File: src/rtl/mem_lsu_if.sv
// Request/response handshake bundle between a load/store issuer and mem_lsu.
interface mem_lsu_if;
  logic        req_valid;
  logic        req_ready;
  logic        req_we;
  logic [2:0]  req_funct3;
  logic [31:0] req_addr;
  logic [31:0] req_wdata;
  logic        rsp_valid;
  logic        rsp_ready;
  logic [31:0] rsp_rdata;
  logic        rsp_fault;

  modport master (
    output req_valid, req_we, req_funct3, req_addr, req_wdata, rsp_ready,
    input  req_ready, rsp_valid, rsp_rdata, rsp_fault
  );

  modport slave (
    input  req_valid, req_we, req_funct3, req_addr, req_wdata, rsp_ready,
    output req_ready, rsp_valid, rsp_rdata, rsp_fault
  );
endinterface

File: src/rtl/mem_lsu.sv
// Load/store front-end for a byte-enabled data memory: decode, range check, one-cycle access.
// Optional misalignment trap: define MEM_LSU_MISALIGN_TRAP_EN.
module mem_lsu #(
  parameter int MEM_DEPTH = 1024
) (
  input  logic        clk,
  input  logic        rst,
  mem_lsu_if.slave    bus,
  output logic [31:0] mem_adrs_rd,
  input  logic [31:0] mem_rd_data,
  output logic        mem_wr_en,
  output logic [3:0]  mem_byt_en,
  output logic        mem_sign_ext,
  output logic [31:0] mem_adrs_wr,
  output logic [31:0] mem_wr_data
);

  typedef enum logic [1:0] {IDLE, ACCESS, RESP} state_t;

  state_t      state, state_nxt;
  logic        accept;
  logic [1:0]  size;
  logic [3:0]  be_d;
  logic [2:0]  nbytes;
  logic [32:0] end_addr;
  logic        misalign;
  logic        fault_d;

  logic        we_q;
  logic        fault_q;
  logic [31:0] addr_q;
  logic [31:0] wdata_q;
  logic [31:0] rdata_q;
  logic        rsp_fault_q;

  assign accept = (state == IDLE) && bus.req_valid;
  assign size   = bus.req_funct3[1:0];

  always_comb begin
    be_d   = 4'b0000;
    nbytes = 3'd0;
    case (size)
      2'b00:   begin be_d = 4'b0001; nbytes = 3'd1; end
      2'b01:   begin be_d = 4'b0011; nbytes = 3'd2; end
      2'b10:   begin be_d = 4'b1111; nbytes = 3'd4; end
      default: begin be_d = 4'b0000; nbytes = 3'd0; end
    endcase
  end

  // 33-bit sum so an address near 0xFFFF_FFFF cannot wrap back into range.
  assign end_addr = {1'b0, bus.req_addr} + {30'b0, nbytes};

`ifdef MEM_LSU_MISALIGN_TRAP_EN
  assign misalign = ((size == 2'b01) && bus.req_addr[0]) ||
                    ((size == 2'b10) && (bus.req_addr[1:0] != 2'b00));
`else
  assign misalign = 1'b0;
`endif

  assign fault_d = (size == 2'b11) ||
                   (bus.req_we && bus.req_funct3[2]) ||
                   (end_addr > 33'(MEM_DEPTH)) ||
                   misalign;

  always_ff @(posedge clk or posedge rst) begin
    if (rst) state <= IDLE;
    else     state <= state_nxt;
  end

  always_comb begin
    state_nxt = state;
    case (state)
      IDLE:    if (bus.req_valid) state_nxt = ACCESS;
      ACCESS:  state_nxt = RESP;
      RESP:    if (bus.rsp_ready) state_nxt = IDLE;
      default: state_nxt = IDLE;
    endcase
  end

  always_ff @(posedge clk or posedge rst) begin
    if (rst) begin
      we_q         <= 1'b0;
      fault_q      <= 1'b0;
      addr_q       <= '0;
      wdata_q      <= '0;
      rdata_q      <= '0;
      rsp_fault_q  <= 1'b0;
      mem_wr_en    <= 1'b0;
      mem_byt_en   <= 4'b0000;
      mem_sign_ext <= 1'b0;
    end else if (accept) begin
      we_q         <= bus.req_we;
      fault_q      <= fault_d;
      addr_q       <= bus.req_addr;
      wdata_q      <= bus.req_wdata;
      mem_wr_en    <= bus.req_we && !fault_d;
      mem_byt_en   <= be_d;
      mem_sign_ext <= !bus.req_we && !bus.req_funct3[2];
    end else if (state == ACCESS) begin
      // Memory is driven for exactly this cycle; the read data is sampled at its end.
      mem_wr_en   <= 1'b0;
      mem_byt_en  <= 4'b0000;
      rdata_q     <= (we_q || fault_q) ? 32'h0 : mem_rd_data;
      rsp_fault_q <= fault_q;
    end
  end

  assign bus.req_ready = (state == IDLE);
  assign bus.rsp_valid = (state == RESP);
  assign bus.rsp_rdata = rdata_q;
  assign bus.rsp_fault = rsp_fault_q;
  assign mem_adrs_rd   = addr_q;
  assign mem_adrs_wr   = addr_q;
  assign mem_wr_data   = wdata_q;

endmodule

File: src/flat_wrapper.sv
// flat-port wrapper written by rule: the top's interface ports become plain ports
module mem_lsu_flat 
#(
  parameter int MEM_DEPTH = 1024
)
  (clk, rst, mem_adrs_rd, mem_rd_data, mem_wr_en, mem_byt_en, mem_sign_ext, mem_adrs_wr, mem_wr_data, bus_req_valid, bus_req_we, bus_req_funct3, bus_req_addr, bus_req_wdata, bus_rsp_ready, bus_req_ready, bus_rsp_valid, bus_rsp_rdata, bus_rsp_fault);
  mem_lsu_if bus_i ();
  input  logic clk;
  input  logic rst;
  output logic [31:0] mem_adrs_rd;
  input  logic [31:0] mem_rd_data;
  output logic mem_wr_en;
  output logic [3:0] mem_byt_en;
  output logic mem_sign_ext;
  output logic [31:0] mem_adrs_wr;
  output logic [31:0] mem_wr_data;
  input wire logic [$bits(bus_i.req_valid)-1:0] bus_req_valid;
  input wire logic [$bits(bus_i.req_we)-1:0] bus_req_we;
  input wire logic [$bits(bus_i.req_funct3)-1:0] bus_req_funct3;
  input wire logic [$bits(bus_i.req_addr)-1:0] bus_req_addr;
  input wire logic [$bits(bus_i.req_wdata)-1:0] bus_req_wdata;
  input wire logic [$bits(bus_i.rsp_ready)-1:0] bus_rsp_ready;
  output wire logic [$bits(bus_i.req_ready)-1:0] bus_req_ready;
  output wire logic [$bits(bus_i.rsp_valid)-1:0] bus_rsp_valid;
  output wire logic [$bits(bus_i.rsp_rdata)-1:0] bus_rsp_rdata;
  output wire logic [$bits(bus_i.rsp_fault)-1:0] bus_rsp_fault;
  assign bus_i.req_valid = bus_req_valid;
  assign bus_i.req_we = bus_req_we;
  assign bus_i.req_funct3 = bus_req_funct3;
  assign bus_i.req_addr = bus_req_addr;
  assign bus_i.req_wdata = bus_req_wdata;
  assign bus_i.rsp_ready = bus_rsp_ready;
  assign bus_req_ready = bus_i.req_ready;
  assign bus_rsp_valid = bus_i.rsp_valid;
  assign bus_rsp_rdata = bus_i.rsp_rdata;
  assign bus_rsp_fault = bus_i.rsp_fault;
  mem_lsu #(.MEM_DEPTH(MEM_DEPTH)) u_core (.clk(clk), .rst(rst), .bus(bus_i), .mem_adrs_rd(mem_adrs_rd), .mem_rd_data(mem_rd_data), .mem_wr_en(mem_wr_en), .mem_byt_en(mem_byt_en), .mem_sign_ext(mem_sign_ext), .mem_adrs_wr(mem_adrs_wr), .mem_wr_data(mem_wr_data));
endmodule
File: config.mk
export PLATFORM = sky130hd
export DESIGN_NAME = mem_lsu_flat
export DESIGN_NICKNAME = d
export VERILOG_FILES = /design/src/rtl/mem_lsu_if.sv /design/src/rtl/mem_lsu.sv /design/src/flat_wrapper.sv
export SDC_FILE = /design/constraint.sdc
export NUM_CORES = 1
export LEC_CHECK = 0
export ABC_CLOCK_PERIOD_IN_PS = 8400
export CORE_AREA = 4 4 111 113
export DETAILED_ROUTE_END_ITERATION = 7
export DIE_AREA = 0 0 115 117
export PLACE_DENSITY = 0.85
export SKIP_LAST_GASP = 1
export SLEW_MARGIN = 20
export SYNTH_ARGS = -nofsm -noshare
export SYNTH_HDL_FRONTEND = slang
export SYNTH_SLANG_ARGS = --single-unit
File: constraint.sdc
create_clock -name clk -period 8.4 [get_ports clk]
set_clock_uncertainty 0.05 [all_clocks]
set_input_delay 1.26 -clock clk [delete_from_list [all_inputs] [get_ports clk]]
set_output_delay 1.26 -clock clk [all_outputs]
set_load 0.02 [all_outputs]
-- Word level (Yosys, flattened, before mapping)
Cells that the tools add are included.
- input port bits: 104
- word-level logic and storage cells: 45
- register bits: 107
- output and inout port bits: 137
- equality and inequality tests: 7
- muxes and demuxes: 10
- add/subtract/negate cells: 1
- order comparisons: 1
- reductions and logical operators: 15
- bitwise operators: 1
- operator list (operator ; count):
    $add A32 B3 Y33 ; 1
    $gt A33 B11 Y1 const B ; 1
    $mux W32 ; 1
    $pmux W4 S3 ; 1
    $pmux W3 S3 ; 1
    $mux W4 ; 2
    $eq A2 B2 Y1 const B ; 3
    $pmux W2 S3 ; 1
    $eq A2 B1 Y1 const B ; 2
    $logic_and A1 B1 Y1 ; 4
    $logic_not A2 Y1 ; 2
    $mux W2 ; 2
    $ne A2 B2 Y1 const B ; 2
    $reduce_and A2 Y1 ; 2
    $logic_not A1 Y1 ; 3
    $logic_or A1 B1 Y1 ; 3
    $mux W1 ; 2
    $reduce_bool A2 Y1 ; 1
    $not A1 Y1 ; 1

-- Depth between registers and ports, before layout
Gate-level depths: netlist of the first run.
- depth in word-level cells: 8
- gate-level depth with buffers: 12
- gate-level depth less buffers: 12

-- Least setup slack after synthesis of the first run
No wires, ideal clock.
- kind: input port to flip-flop
- start point: input bus_req_funct3[0]
- end point: register u_core.fault_q
- data required time: 8.225 ns
- stages on the path: 12
- setup slack: 4.666 ns
- buffers on the path: 0
- arrival: 3.559 ns
- path through: inv_1 > ha_1 > ha_1 > fa_1 > a21oi_1 > nor3_1 > a21o_1 > a221oi_1 > nand4_1 > nor4_2 > nand4b_1 > mux2_4
- longest elaborated chain between the ends: 5
- elaborated cells on any way between the ends: 9
- those cells by class: add/sub (1); order compare (1); eq/ne (3); mux (1); reduce/logical (3)
- RTL lines (element ; line ; RTL):
    start, declared ; flat_wrapper.sv:19 ; input wire logic [$bits(bus_i.req_funct3)-1:0] bus_req_funct3;
    $eq A2 B2 Y1, or another cell as far along ; mem_lsu.sv:42 ; case (size)
    $pmux W3 S3 ; mem_lsu.sv:42 ;
    $add A32 B3 Y33 ; mem_lsu.sv:51 ; assign end_addr = {1'b0, bus.req_addr} + {30'b0, nbytes};
    $gt A33 B11 Y1 ; mem_lsu.sv:62 ; (end_addr > 33'(MEM_DEPTH)) ||
    $logic_or A1 B1 Y1 * ; mem_lsu.sv:61 ; (bus.req_we && bus.req_funct3[2]) ||
    end signal, assigned ; mem_lsu.sv:93 ; fault_q <= fault_d;
    end, declared ; mem_lsu.sv:30 ; logic fault_q;
Mark *: on every way between the ends. The rest lies on a longest branch, timed or not.
A chain may end at the register's enable or synchronous reset.

-- Final worst setup path of the first run
Same ends and word-level chain as after synthesis.

==> results of run 1 <==
[per-layer routing]
metal | up-vias | global-route usage | share of wire
met1 | 2122 | 0.2681 | 0.40
met5 | - | 0 | 0
met2 | 174 | 0.3665 | 0.51
met4 | 0 | 0.06886 | 0.020
met3 | 21 | 0.04422 | 0.072
li1 | 2120 | - | -
[power groups by stage]
| stage | registers, mW | logic (mW) | clock network [mW] |
|---|---|---|---|
| floorplan | 0.971 | 0.458 | 0 |
| global placement | 0.786 | 1.14 | 0 |
| detailed placement | 0.794 | 1.16 | 0 |
| CTS | 0.789 | 1.17 | 0.398 |
| global route | 0.813 | 1.24 | 0.420 |
| finish | 0.788 | 1.15 | 0.388 |
[cells in the final DEF, fill, tap and decap left out, drive strengths merged, types with 5 or more instances in the layout]
master	synthesis	layout
nand3	15	15
inv	10	10
clkbuf	13	12
nor2	10	10
mux2	5	5
nor3	10	10
nand2	202	202
nand4	8	8
o21ai	16	16
dfrtp	106	106
xor2	5	5
a22o	32	32
clkdlybuf4s50	0	240
ha	7	7
a21oi	6	6
[sequential cells by signal, summed over array words and instances (netlist names)]
signal and cells:
u_core.we_q 1, u_core.bus.rsp_rdata 32, u_core.mem_adrs_rd 32, u_core.bus.rsp_fault 1
u_core.mem_byt_en 3, u_core.state 2, u_core.fault_q 1, u_core.mem_wr_en 1
u_core.mem_wr_data 32, u_core.mem_sign_ext 1
[worst paths after layout]
| kind | slack, ns | endpoint | cells past startpoint |
|---|---|---|---|
| setup / recovery | 3.91 | u_core.fault_q | 13 |
| hold / removal | 0.43 | u_core.mem_wr_data[9] | 2 |
| setup reg to reg | 5.52 | u_core.fault_q | 5 |
| hold reg to reg | 0.43 | u_core.mem_wr_data[9] | 2 |
| max in group asynchronous | 5.81 | u_core.mem_wr_data[14] | 3 |
| min in group asynchronous | 1.23 | u_core.mem_wr_data[7] | 2 |
[kinds of logic after synthesis]
logic type | after synthesis | share of synthesized area
XOR/XNOR | 6 | 0.01071
flip-flops | 106 | 0.5407
AO/OA/AOI/OAI | 71 | 0.1064
buffers and inverters | 64 | 0.07422
AND/OR/NAND/NOR | 261 | 0.2270
multiplexers | 8 | 0.01913
adder cells (fa/ha/maj) | 8 | 0.02193
[area by class of cell]
type                            count  area (um2)  share of cell area
Sequential cell                   106        2653              0.3550
Timing Repair Buffer              244        2432              0.3255
Multi-Input combinational cell    354        1894              0.2535
Clock buffer                       12       246.5             0.03299
Tap cell                          143       178.9             0.02395
Inverter                           10       41.29            0.005526
Clock inverter                      4       26.28            0.003516
[worst max-delay path, delay by kind of cell]
kind	cells	cell delay, ns
muxes	1	0.27
and+or+nand+nor	5	1.39
AOI/OAI and AO/OA	2	0.53
buffers and inverters	2	0.55
adders and majority gates	3	0.63
==> results.txt, run 1 <==
* Worst Path Class, Setup: in2reg
* CTS-repair resized insts: 0
- Yosys printed 0 warnings.
* Maximum number of buffers from clock root to sink: 2
* Initial antenna violation count: 0
- Final wirelength: approximately 14 mm
* Proportion of synthesized chip area in sequential cells: 0.5407
- The first routing iteration left ~270 violations.
* Global-route wire length before repair: 22.94 mm
- Final Critical Period: 4.493 ns
* Actual slew at the worst max-slew pin: ~0.93 ns
- Main area contributors after synthesis: sky130_fd_sc_hd__dfrtp_1 (54%), sky130_fd_sc_hd__nand2_1 (15%), sky130_fd_sc_hd__a22o_1 (5.7%)
- Final antenna diode count: 0
* Highest clock frequency the design can meet: 222.6 MHz
* Clock Sinks: around 110
- In the routed layout, each cell is associated on average with a via count of between 5 and 6.
* Dpl cells: about 860
* Post-synthesis instance area: 4906 um2
- The floorplan step set the die height to ~120 um.
- In this run the power spent charging and discharging nets is 0.9235 mW.
- After floorplanning, the core was divided into 39 placement rows.
- Endpoint required time on the critical path: about 8.6 ns
- Cell internal power was estimated by the tool at 1.404 mW.
- Count of TritonRoute iterations in the first routing pass: 4
* Most common cell in the netlist: sky130_fd_sc_hd__nand2_1
* Pin count of the biggest net entering global routing: between 70 and 80
- Worst IR drop on VDD: between 0.15 and 0.2 mV
- At the end of routability-driven placement, the weighted congestion stood at between 0.8 and 0.9.
* All-Layer GR Usage: 0.2123
- The analysis attributes to cell leakage a power of around 3.4 nW.
* Ratio of cells with drive above 1 in the final layout: 0.04795
- Relative to the synthesized area, the layout overhead comes to 52.31%.
- The cell count after synthesis came out at approximately 520.
- Power density cells: roughly 310 nW/um2
- Total congestion overflow after global routing: 0
- The via count of the first global-routing pass is around 4.6k.
- Final hold vios: 0
- Once detail routing completed, the nets flagged for antenna violations numbered 0.
- A synthesized cell averages around 9.4 um2.
* Setup slack at placement: approximately 3.6 ns
- Worst stage delay on the critical path: about 0.54 ns
* # Post-CTS Setup Buffers: 0
- The startpoint identified for the worst hold timing path is u_core.mem_wr_data[9].
- The worst register-to-register path begins at u_core.state[0].
* Critical Path AT: roughly 4.7 ns
- Clock input transition at the sequential cells of the worst setup and hold paths: ~0.070 ns
- After the flow finishes, the layout carries non-filler instances totaling ~870.
- Final core utilization: 0.6600
* Final Power: ~2.3 mW
* Worst min-delay path category: reg2reg
- Routed length per instance: approximately 17 um
- Hold-fix buffer count after cts: 0
- The region available for standard cell placement spans between 10000 and 15000 um2.
- Overall die area: approximately 13000 um2
- Area share of the leading cell type in the synthesized netlist: 0.5407
- Total negative setup slack: 0 ns
- CTS Root Buffer Type: sky130_fd_sc_hd__clkbuf_16
- The max-slew violation total from the final report is 0.
* Sw Share: 0.3967
* Combinational Power Share: 0.495
- The biggest area contributor in the post-synthesis netlist is sky130_fd_sc_hd__dfrtp_1.
- After legalization and detailed placement, the total HPWL measured about 11 mm.
- Share of flip-flops with an asynchronous set or reset: 1.000
- CTS built an H-tree with a depth of 3.
- Starting Density: 0.4334
- Tracing the worst setup path back leads to its startpoint at bus_req_funct3[0].
- Measured along the x axis, the die boundary spans 115 um.
- Ordered cell list for the critical path: clkdlybuf4s50_1, inv_1, ha_1, ha_1, fa_1, a21oi_1, nor3_1, nand3_1, a221oi_1, nand4_1, nor4_2, nand4b_1, mux2_4
* Result of the run: completed
- Fill cell instance count of the final layout: 909
- Unique cell type count in the Yosys netlist: 45
- The share of total power dissipated in sequential elements is 0.338.
- After layout, the worst setup slack is slightly below 4 ns.
- Top-Level Pins: 241
- Hold is met by between 0.4 and 0.5 ns.
- Synthesis produced a netlist with a net count of around 640.
- Fraction of power consumed by the clock network: 0.167
- Net count of the finished layout: ~840
* Share of the cycle needed by the critical path after routing: 0.5349
* Most common flop cell mapped by yosys: sky130_fd_sc_hd__dfrtp_1
- Post-route standard cell area excluding fillers: 7472 um2
* Number of enable flip-flop cells after synthesis: 0
- Worst path slowest cell: sky130_fd_sc_hd__nor3_1
- The worst setup path is launched from an input port.
- Buffers placed on the I/O ports in this run total between 200 and 250.
- Setup violation total in the final timing report: 0
- After detailed routing, the number of remaining DRC violations is 0.
* Library cell appearing most often on the critical path: sky130_fd_sc_hd__ha_1
- TritonCTS built the clock tree.
* Total via count after detailed routing: between 4k and 5k
* Unrepaired setup endpoints after global routing: false
* Reported max-cap violation count: 0
- Counting the buffers created by CTS gives 9.
- Measured against its own limit, the worst slew margin works out to 0.3792.
- Along the worst path, the maximum fanout reaches 5.
- Counting flops and latches in the post-synthesis netlist gives roughly 110.
* Type of destination of the critical path: flop
- By count the netlist is led by sky130_fd_sc_hd__nand2_1 (201), sky130_fd_sc_hd__dfrtp_1 (106), sky130_fd_sc_hd__buf_4 (33).
- Placement-stage cell area: about 7200 um2
- Clock latency on the worst-skew pair, taken at its later pin, is roughly 0.33 ns.
Note: power is estimated with default switching activity, not from simulation.
==> inputs of run 2 (changes only) <==
- ABC_CLOCK_PERIOD_IN_PS: 8400 -> 4200
- CORE_AREA: 4 4 111 113 -> 4 4 115 117
- DIE_AREA: 0 0 115 117 -> 0 0 119 121
- PLACE_DENSITY: 0.85 -> 0.8
- clock period: 8.4 -> 4.2 ns (I/O delays scaled with it)
==> results.txt, run 2 (synthesis gave the netlist of run 1 again) <==
- Overall die area: 14400 um2 (+7.0%)
* Starting Density: 0.3968 (-0.03653)
- The first-pass GRT wire length is 23.54 mm (+2.6%).
- Min-Delay Path Depth: 2 (unchanged)
* Fill cell instance count of the final layout: 1045 (+15%)
- Unrepaired setup endpoints after global routing: false
- Setup violation total in the final timing report: 0 (unchanged)
* Ordered cell list for the critical path: clkdlybuf4s50_1, inv_1, ha_1, ha_1, fa_1, a21oi_1, nor3_1, a21o_1, a221oi_1, nand4_1, nor4_2, nand4b_1, mux2_4
- The wire length per cell came to 16.12 um (-2.4%).
- The DRC violation total after the first TritonRoute iteration was 221 (-17%).
- Worst stage delay on the critical path: 0.51 ns (-0.03 ns)
- Actual slew at the worst max-slew pin: 0.7769 ns (-0.1542 ns)
- Most frequent standard cell in the layout excluding fill and tap cells: sky130_fd_sc_hd__clkdlybuf4s50_1
* Final wirelength: 14.55 mm (+1.0%)
- Leakage Power: 3.464 nW (+1.2%)
- Placed wire-length estimate: 11.01 mm (+3.0%)
- The maximum number of buffers from clock root to sink came to 2 (unchanged).
- All-Layer GR Usage: 0.2016 (-0.01074)
* Number of core rows: 41 (+5.1%)
* Hold-fix buffer count after cts: 0 (unchanged)
- Net count of the finished layout: 838 (+0.12%)
- Crit Path Max Fanout: 5 (unchanged)
- Final hold vios: 0 (unchanged)
- # Post-CTS Setup Buffers: 0 (unchanged)
- Via/cell ratio: 5.050 (-0.64%)
* Leading cell types in the layout, fill and taps excluded: sky130_fd_sc_hd__clkdlybuf4s50_1 (240), sky130_fd_sc_hd__nand2_1 (201), sky130_fd_sc_hd__dfrtp_1 (106)
* Switching power of the nets: 1.868 mW (+100%)
- The antenna diode count was 0 (unchanged).
* Final core utilization: 0.6143 (-0.04573)
* Worst path slowest cell: sky130_fd_sc_hd__clkdlybuf4s50_1
- Wire length on met2: 7.525 mm (+2.8%)
- Insertion delay of the later-clocked pin in the worst-skew pair: 0.34 ns (about the same)
- The via count of the first global-routing pass was 4704 (+2.6%).
- Top-Level Pins: 241 (unchanged)
- Final Critical Period: about 3.7 ns
* CTS Root Buffer Type: sky130_fd_sc_hd__clkbuf_16
* Highest clock frequency the design can meet: roughly 270 MHz
- The final RePlAce weighted congestion came to 0.8996 (+0.78%).
- Internal Pwr Total: 2.990 mW (+110%)
* Die height: 121 um (+3.4%)
- The power per cell area is 639.7 nW/um2 (+110%).
- CTS-repair resized insts: 0 (unchanged)
* Worst max-slew margin expressed relative to the limit: 0.4821 (+0.1028)
- Library cell appearing most often on the critical path: sky130_fd_sc_hd__ha_1
* Worst Path Class, Setup: in2reg
- The relative contribution of sequential cells to total power was 0.325 (-0.013).
- Count of final max-slew check failures: 0 (unchanged)
- The count of clock tree sinks was 106 (unchanged).
* Result of the run: completed
- Pin count of the biggest net entering global routing: 86 (+8.9%)
- CTS tree: built
- The critical path required time came to 4.37 ns (-4.20 ns).
* Worst IR drop on VDD: 0.3894 mV (+96%)
* Htree depth: 3 (unchanged)
* Reported max-cap violation count: 0 (unchanged)
* Post-route antenna net violation count: 0 (unchanged)
- The total via count after detailed routing came to 4560 (+2.8%).
- From synthesis to final layout, the design area changed by 54.81%.
* Count of TritonRoute iterations in the first routing pass: 4 (unchanged)
- Total negative setup slack: 0 ns (unchanged)
* Area of the core: 12360 um2 (+9.2%)
* Combinational Power Share: 0.474 (-0.021)
- The met1 wire length is 5.952 mm (+3.3%).
- The data arrival at the endpoint of the critical path was 3.85 ns (-0.81 ns).
- Depth of the worst register-to-register path: 6 (+1)
- DRC violation count after routing: 0 (unchanged)
- The chip width came to 119 um (+3.5%).
- Type of destination of the critical path: flop
- Sw Share: 0.3846 (-0.01213)
* Startpoint kind of the worst setup timing path: input port
- Met3 layer wire length in the routed design: 897 um (-13%)
* Total congestion overflow after global routing: 0 (unchanged)
- In the finished design, the share of the clock period the worst path needs comes to 0.8749.
- Initial antenna violation count: 0 (unchanged)
* PortBufs: 240 (unchanged)
- The clock transition at the registers of the reported paths is 0.07 ns (about the same).
- Total clock buffers created by CTS: 9 (unchanged)
- The power share of the clock group was 0.201 (+0.034).
- The fraction of final layout cells sized beyond drive strength 1 was 0.05198 (+0.004038).
- Top layer reached by signal wires: met4
* Worst min-delay path category: reg2reg
==> run 2: critical path, delay by kind of cell <==
kind | cells | cell delay [ns]
compound gates | 3 | 0.73
buf+inv | 2 | 0.60
fa+ha+maj | 3 | 0.85
mux | 1 | 0.28
simple gates | 4 | 0.76
==> run 2: layout make-up <==
class,count,area [um2],area share
Timing Repair Buffer,245,2440,0.3213
Tap cell,172,215.2,0.02834
Clock buffer,10,239.0,0.03147
Inverter,10,42.54,0.005601
Multi-Input combinational cell,354,1894,0.2494
Sequential cell,106,2653,0.3493
Clock inverter,6,111.4,0.01466
==> run 2: metal layers <==
layer | up-vias | track usage
li1 | 2119 | -
met1 | 2220 | 0.2553
met2 | 203 | 0.3483
met3 | 18 | 0.03869
met4 | 0 | 0.06517
met5 | - | 0
==> run 2: power by group through the flow <==
stage	clock (mW)	sequential, mW	combinational [mW]
floorplan	0	1.94	0.917
global placement	0	1.57	2.30
CTS	0.995	1.58	2.34
global route	1.03	1.62	2.46
detailed placement	0	1.59	2.33
finish	0.976	1.58	2.30
==> run 2: final timing paths <==
check,startpoint,endpoint,slack [ns]
hold / removal,u_core.mem_wr_data[8],u_core.mem_wr_data[8],0.43
setup / recovery,bus_req_funct3[0],u_core.fault_q,0.53
min in group asynchronous,rst,u_core.mem_wr_data[12],0.74
setup reg to reg,u_core.state[0],u_core.mem_adrs_rd[6],2.37
max in group asynchronous,rst,u_core.mem_adrs_rd[19],2.54
hold reg to reg,u_core.mem_wr_data[8],u_core.mem_wr_data[8],0.43
==> run 2: stage by stage <==
step | power, mW | hold WS (ns) | std cells | setup WS, ns | area, um2
2_1_floorplan | 2.858 | 0.3971 | 524 | 0.7311 | 4906
3_3_place_gp | 3.869 | 0.4088 | 887 | 0.3333 | 7242
3_5_place_dp | 3.920 | 0.4157 | 887 | 0.1822 | 7242
4_1_cts | 4.911 | 0.4335 | 903 | 0.5296 | 7592
5_1_grt | 5.118 | 0.4581 | 903 | 0.2763 | 7595
6_report | 4.858 | 0.4303 | 903 | 0.5253 | 7595
==> patch 1, RTL diff (config.mk and constraints of run 1) <==
The option `MEM_LSU_MISALIGN_TRAP_EN` is turned on by a define.
--- a/src/rtl/mem_lsu.sv
+++ b/src/rtl/mem_lsu.sv
@@ -2,2 +2,4 @@
 // Optional misalignment trap: define MEM_LSU_MISALIGN_TRAP_EN.
+`define MEM_LSU_MISALIGN_TRAP_EN
+
 module mem_lsu #(
Behaviour: not the same (a bounded check fails within 4 cycles, from zero or initial values and one cycle with rst high).
==> patch 1 against run 1 <==
- worst setup slack gained 0.061 ns
- non-clock buffer count is the same
- power grew 0.89%
- sequential power shrank 0.6%
- global-route usage grew 1.2 points
- hold slack gained 0.0045 ns
- final area grew 2.5%
- area after synthesis grew 3.7%
- cell count grew 1.9%
- wire length grew 7.4%
- sequential cell count is the same
==> patch 1: results (changes against run 1) <==
{
  "outcome": {"value": "complete, no violations"},
  "dp_hpwl": {"value": 11500, "unit": "µm", "change": "+7.6%"},
  "grt_pass1_wl": {"value": 24100, "unit": "µm", "change": "+4.8%"},
  "synthesis.nets": {"value": 658, "change": "+3.5%"},
  "routed-via-count": {"value": 4721, "change": "+6.4%"},
  "dpl-instance-area": {"value": 7370, "unit": "µm²", "change": "+2.4%"},
  "final_layout_size_suffix_gt1_frac": {"value": 0.0495, "change": "+0.00159"},
  "tightestPinTransition": {"value": 0.891, "unit": "ns", "change": "-0.0403 ns"},
  "met3_wirelength": {"value": 1300, "unit": "µm", "change": "+26%"},
  "layout.clock_buffers": {"value": 11, "change": "-1"},
  "synth_compound_gate_area_share": {"value": 0.128, "change": "+0.0215"},
  "yosys.area_share.xor_xnor": {"value": 0.00688, "change": "-0.00383"},
  "yosys.cell_types.count": {"value": 59, "change": "+31%"},
  "non_clock_buffer_area_share": {"value": 0.317, "change": "-0.00803"},
  "num-nonclk-inverters": {"value": 12, "change": "+2"},
  "vdd_drop_max": {"value": 0.189, "unit": "mV", "change": "-4.5%"},
  "m1WireLength": {"value": 6210, "unit": "µm", "change": "+7.8%"},
  "worstRegToRegCells": {"value": 4, "change": "-1"},
  "hold_ws": {"value": 0.430, "unit": "ns", "change": "+0.00446 ns"},
  "nets": {"value": 856, "change": "+2.3%"},
  "seq_share": {"value": 0.346, "change": "-0.00875"},
  "synthesis.instances": {"value": 544, "change": "+3.8%"},
  "cellLeakagePower": {"value": 3.46, "unit": "nW", "change": "+1.0%"},
  "multi_input_area_share": {"value": 0.269, "change": "+0.0153"},
  "drt_wl_total": {"value": 15500, "unit": "µm", "change": "+7.4%"},
  "grtUsageMet3": {"value": 0.0581, "change": "+0.0139"},
  "critical_path.top_delay_family": {"value": "compound AO/OA/AOI/OAI gates"},
  "dr_wl_met2": {"value": 7600, "unit": "µm", "change": "+3.7%"},
  "fillers": {"value": 883, "change": "-2.9%"},
  "drt_pass1_iterations": {"value": 5, "change": "+1"},
  "synth-seq-area-share": {"value": 0.521, "change": "-0.0195"},
  "layout.comb_gates.multi_input": {"value": 369, "change": "+4.2%"},
  "timing.reg2reg.setup_slack": {"value": 6.53, "unit": "ns", "change": "+1.01 ns"},
  "area.growth.synth_to_final": {"value": 50.5, "unit": "%"},
  "share_of_cell_area_taken_by_muxes_after_synthesis": {"value": 0.00836, "change": "-0.0108"},
  "groute.layer.met2.usage": {"value": 0.372, "change": "+0.00540"},
  "post_synth_fa_ha_maj_area_fraction": {"value": 0.0261, "change": "+0.00412"},
  "number_of_placed_instances_with_taps_included": {"value": 874, "change": "+2.0%"},
  "clockNetworkAreaShare": {"value": 0.0377, "change": "+0.00122"},
  "power.share.clock": {"value": 0.174, "change": "+0.007"}
}
## patch 1: cell count changes after synthesis, moves of 4 or more
cell and change:
sky130_fd_sc_hd__nor2_1 +5, sky130_fd_sc_hd__clkbuf_1 +4, sky130_fd_sc_hd__a2111oi_0 +5, sky130_fd_sc_hd__nor3_1 -4, sky130_fd_sc_hd__o21ai_0 -4
## patch 1: how the worst max path moves through the flow
stage	from	cells after the start	slack [ns]	endpoint
final	bus_req_funct3[0]	11	3.97	u_core.fault_q$_DFFE_PP0P_
after global routing	bus_req_funct3[0]	11	3.68	u_core.fault_q$_DFFE_PP0P_
after CTS	bus_req_funct3[0]	11	4.05	u_core.fault_q$_DFFE_PP0P_
after detailed placement	bus_req_funct3[0]	11	3.68	u_core.fault_q$_DFFE_PP0P_
after global placement	bus_req_funct3[0]	11	3.77	u_core.fault_q$_DFFE_PP0P_
after floorplan	rst	1	4.30	u_core.bus.rsp_fault$_DFFE_PP0P_
==> patch 2, RTL diff (flow settings as in run 1) <==
Made on the original files. The 3 states of `state_t` get a one-hot encoding in 3 bits.
--- a/src/rtl/mem_lsu.sv
+++ b/src/rtl/mem_lsu.sv
@@ -17,3 +17,3 @@
 
-  typedef enum logic [1:0] {IDLE, ACCESS, RESP} state_t;
+  typedef enum logic [2:0] {IDLE = 3'b001, ACCESS = 3'b010, RESP = 3'b100} state_t;
 
Formal check against the unedited RTL: no difference found for any inputs over 10 cycles, from zero or initial values and one cycle with rst high; not proved beyond that.
==> patch 2 against run 1 <==
- register-to-register slack improved by 0.35 ns
- worst setup slack improved by 0.29 ns
- die area did not move
- wire length rose by 4.3%
- sequential cell count rose by 1
- final area rose by 3.6%
- power rose by 20%
- area after synthesis rose by 5.7%
- largest cell class unchanged
- largest power group unchanged
==> patch 2: results (changes against run 1) <==
{
  "outcome": {"value": "complete, no violations"},
  "drt_pass1_iterations": {"value": 5, "change": "+1"},
  "synthesis.nets": {"value": 725, "change": "+14%"},
  "slowest_stage": {"value": "sky130_fd_sc_hd__clkdlybuf4s50_1"},
  "routed_wire_length_per_instance": {"value": 15.8, "unit": "µm", "change": "-4.5%"},
  "max_slew_margin": {"value": 0.392, "change": "+0.0127"},
  "timing.reg2reg.setup_slack": {"value": 5.87, "unit": "ns", "change": "+0.35 ns"},
  "detail_route.vias_per_cell": {"value": 5.15, "change": "+1.2%"},
  "grt_pass1_wl": {"value": 23900, "unit": "µm", "change": "+4.4%"},
  "dr_wl_met2": {"value": 7450, "unit": "µm", "change": "+1.8%"},
  "grt_usage": {"value": 0.221, "change": "+0.00913"},
  "nets": {"value": 918, "change": "+9.7%"},
  "cellLeakagePower": {"value": 3.42, "unit": "nW", "change": "-0.14%"},
  "worstRegToRegCells": {"value": 6, "change": "+1"},
  "reg2reg_from": {"value": "u_core.state[0]$_DFFE_PP1P_"},
  "final_layout_size_suffix_gt1_frac": {"value": 0.0407, "change": "-0.00725"},
  "met3_wirelength": {"value": 1020, "unit": "µm", "change": "-1.3%"},
  "m1WireLength": {"value": 6260, "unit": "µm", "change": "+8.7%"},
  "grtUsageMet3": {"value": 0.0458, "change": "+0.00154"},
  "synth-seq-area-share": {"value": 0.516, "change": "-0.0243"},
  "share_seq_of_total_power": {"value": 0.326, "change": "-0.012"},
  "critical_path.top_delay_family": {"value": "compound AO/OA/AOI/OAI gates"},
  "drt_iter0_drc": {"value": 360, "change": "+35%"},
  "regToRegEndpoint": {"value": "u_core.mem_wr_en$_DFFE_PP0P_"},
  "globalplace.congestion": {"value": 0.877, "change": "-1.7%"},
  "yosys-top-cells-area": {"value": "sky130_fd_sc_hd__dfrtp_1 51%, sky130_fd_sc_hd__nand2_1 19%, sky130_fd_sc_hd__buf_4 4.8%"},
  "groute.layer.met2.usage": {"value": 0.370, "change": "+0.00309"},
  "hold_path.startpoint": {"value": "u_core.bus.rsp_rdata[30]$_DFFE_PP0P_"},
  "dp_hpwl": {"value": 11400, "unit": "µm", "change": "+6.5%"},
  "internal_power": {"value": 1.64, "unit": "mW", "change": "+17%"},
  "maximum_number_of_pins_on_one_net_before_global_route_repair": {"value": 77, "change": "-2.5%"},
  "critical_path_arrival": {"value": 4.38, "unit": "ns", "change": "-0.28 ns"}
}
==> patch 2: cell types whose count changed after synthesis, moves of 4 or more <==
| cell | before | now |
|---|---|---|
| sky130_fd_sc_hd__nor3_1 | 9 | 5 |
| sky130_fd_sc_hd__o21ai_0 | 16 | 42 |
| sky130_fd_sc_hd__and3_1 | 0 | 7 |
| sky130_fd_sc_hd__nand4_1 | 8 | 12 |
| sky130_fd_sc_hd__a22o_1 | 32 | 0 |
| sky130_fd_sc_hd__clkbuf_1 | 13 | 21 |
| sky130_fd_sc_hd__nand2_1 | 201 | 265 |
| sky130_fd_sc_hd__nor2_1 | 9 | 17 |
==> patch 2: area by class of cell <==
class	count	area [µm²]
Clock buffer	11	243
Clock inverter	5	50.0
Fill cell	891	3580
Inverter	7	30.0
Multi-Input combinational cell	439	2140
Sequential cell	107	2680
Tap cell	143	179
Timing Repair Buffer	242	2420
==> patch 2: tightest hold or removal path: cells and delay by family, from the launching register on <==
kind,cells,cell delay [ns]
compound gates,1,0.06
flops,1,0.34
simple gates,1,0.05
==> patch 2: per-stage QoR <==
stage | instances | power [mW] | hold WS [ns] | setup WS [ns]
floorplan | 613 | 1.70 | 0.397 | 4.27
finish | 954 | 2.78 | 0.430 | 4.20
global route | 954 | 2.96 | 0.462 | 3.99
detailed placement | 938 | 2.40 | 0.414 | 3.85
CTS | 954 | 2.82 | 0.433 | 4.22
global placement | 938 | 2.36 | 0.406 | 3.94
==> patch 2: cell families (layout without fill, tap and decap cells) <==
family          Yosys count  in the layout  share of synthesized area
simple gates            344            344                      0.282
flops                   107            107                      0.516
compound gates           78             78                     0.0914
buf+inv                  67            265                     0.0726
fa+ha+maj                 8              8                     0.0207
xor+xnor                  6              6                     0.0101
mux                       3              3                    0.00627
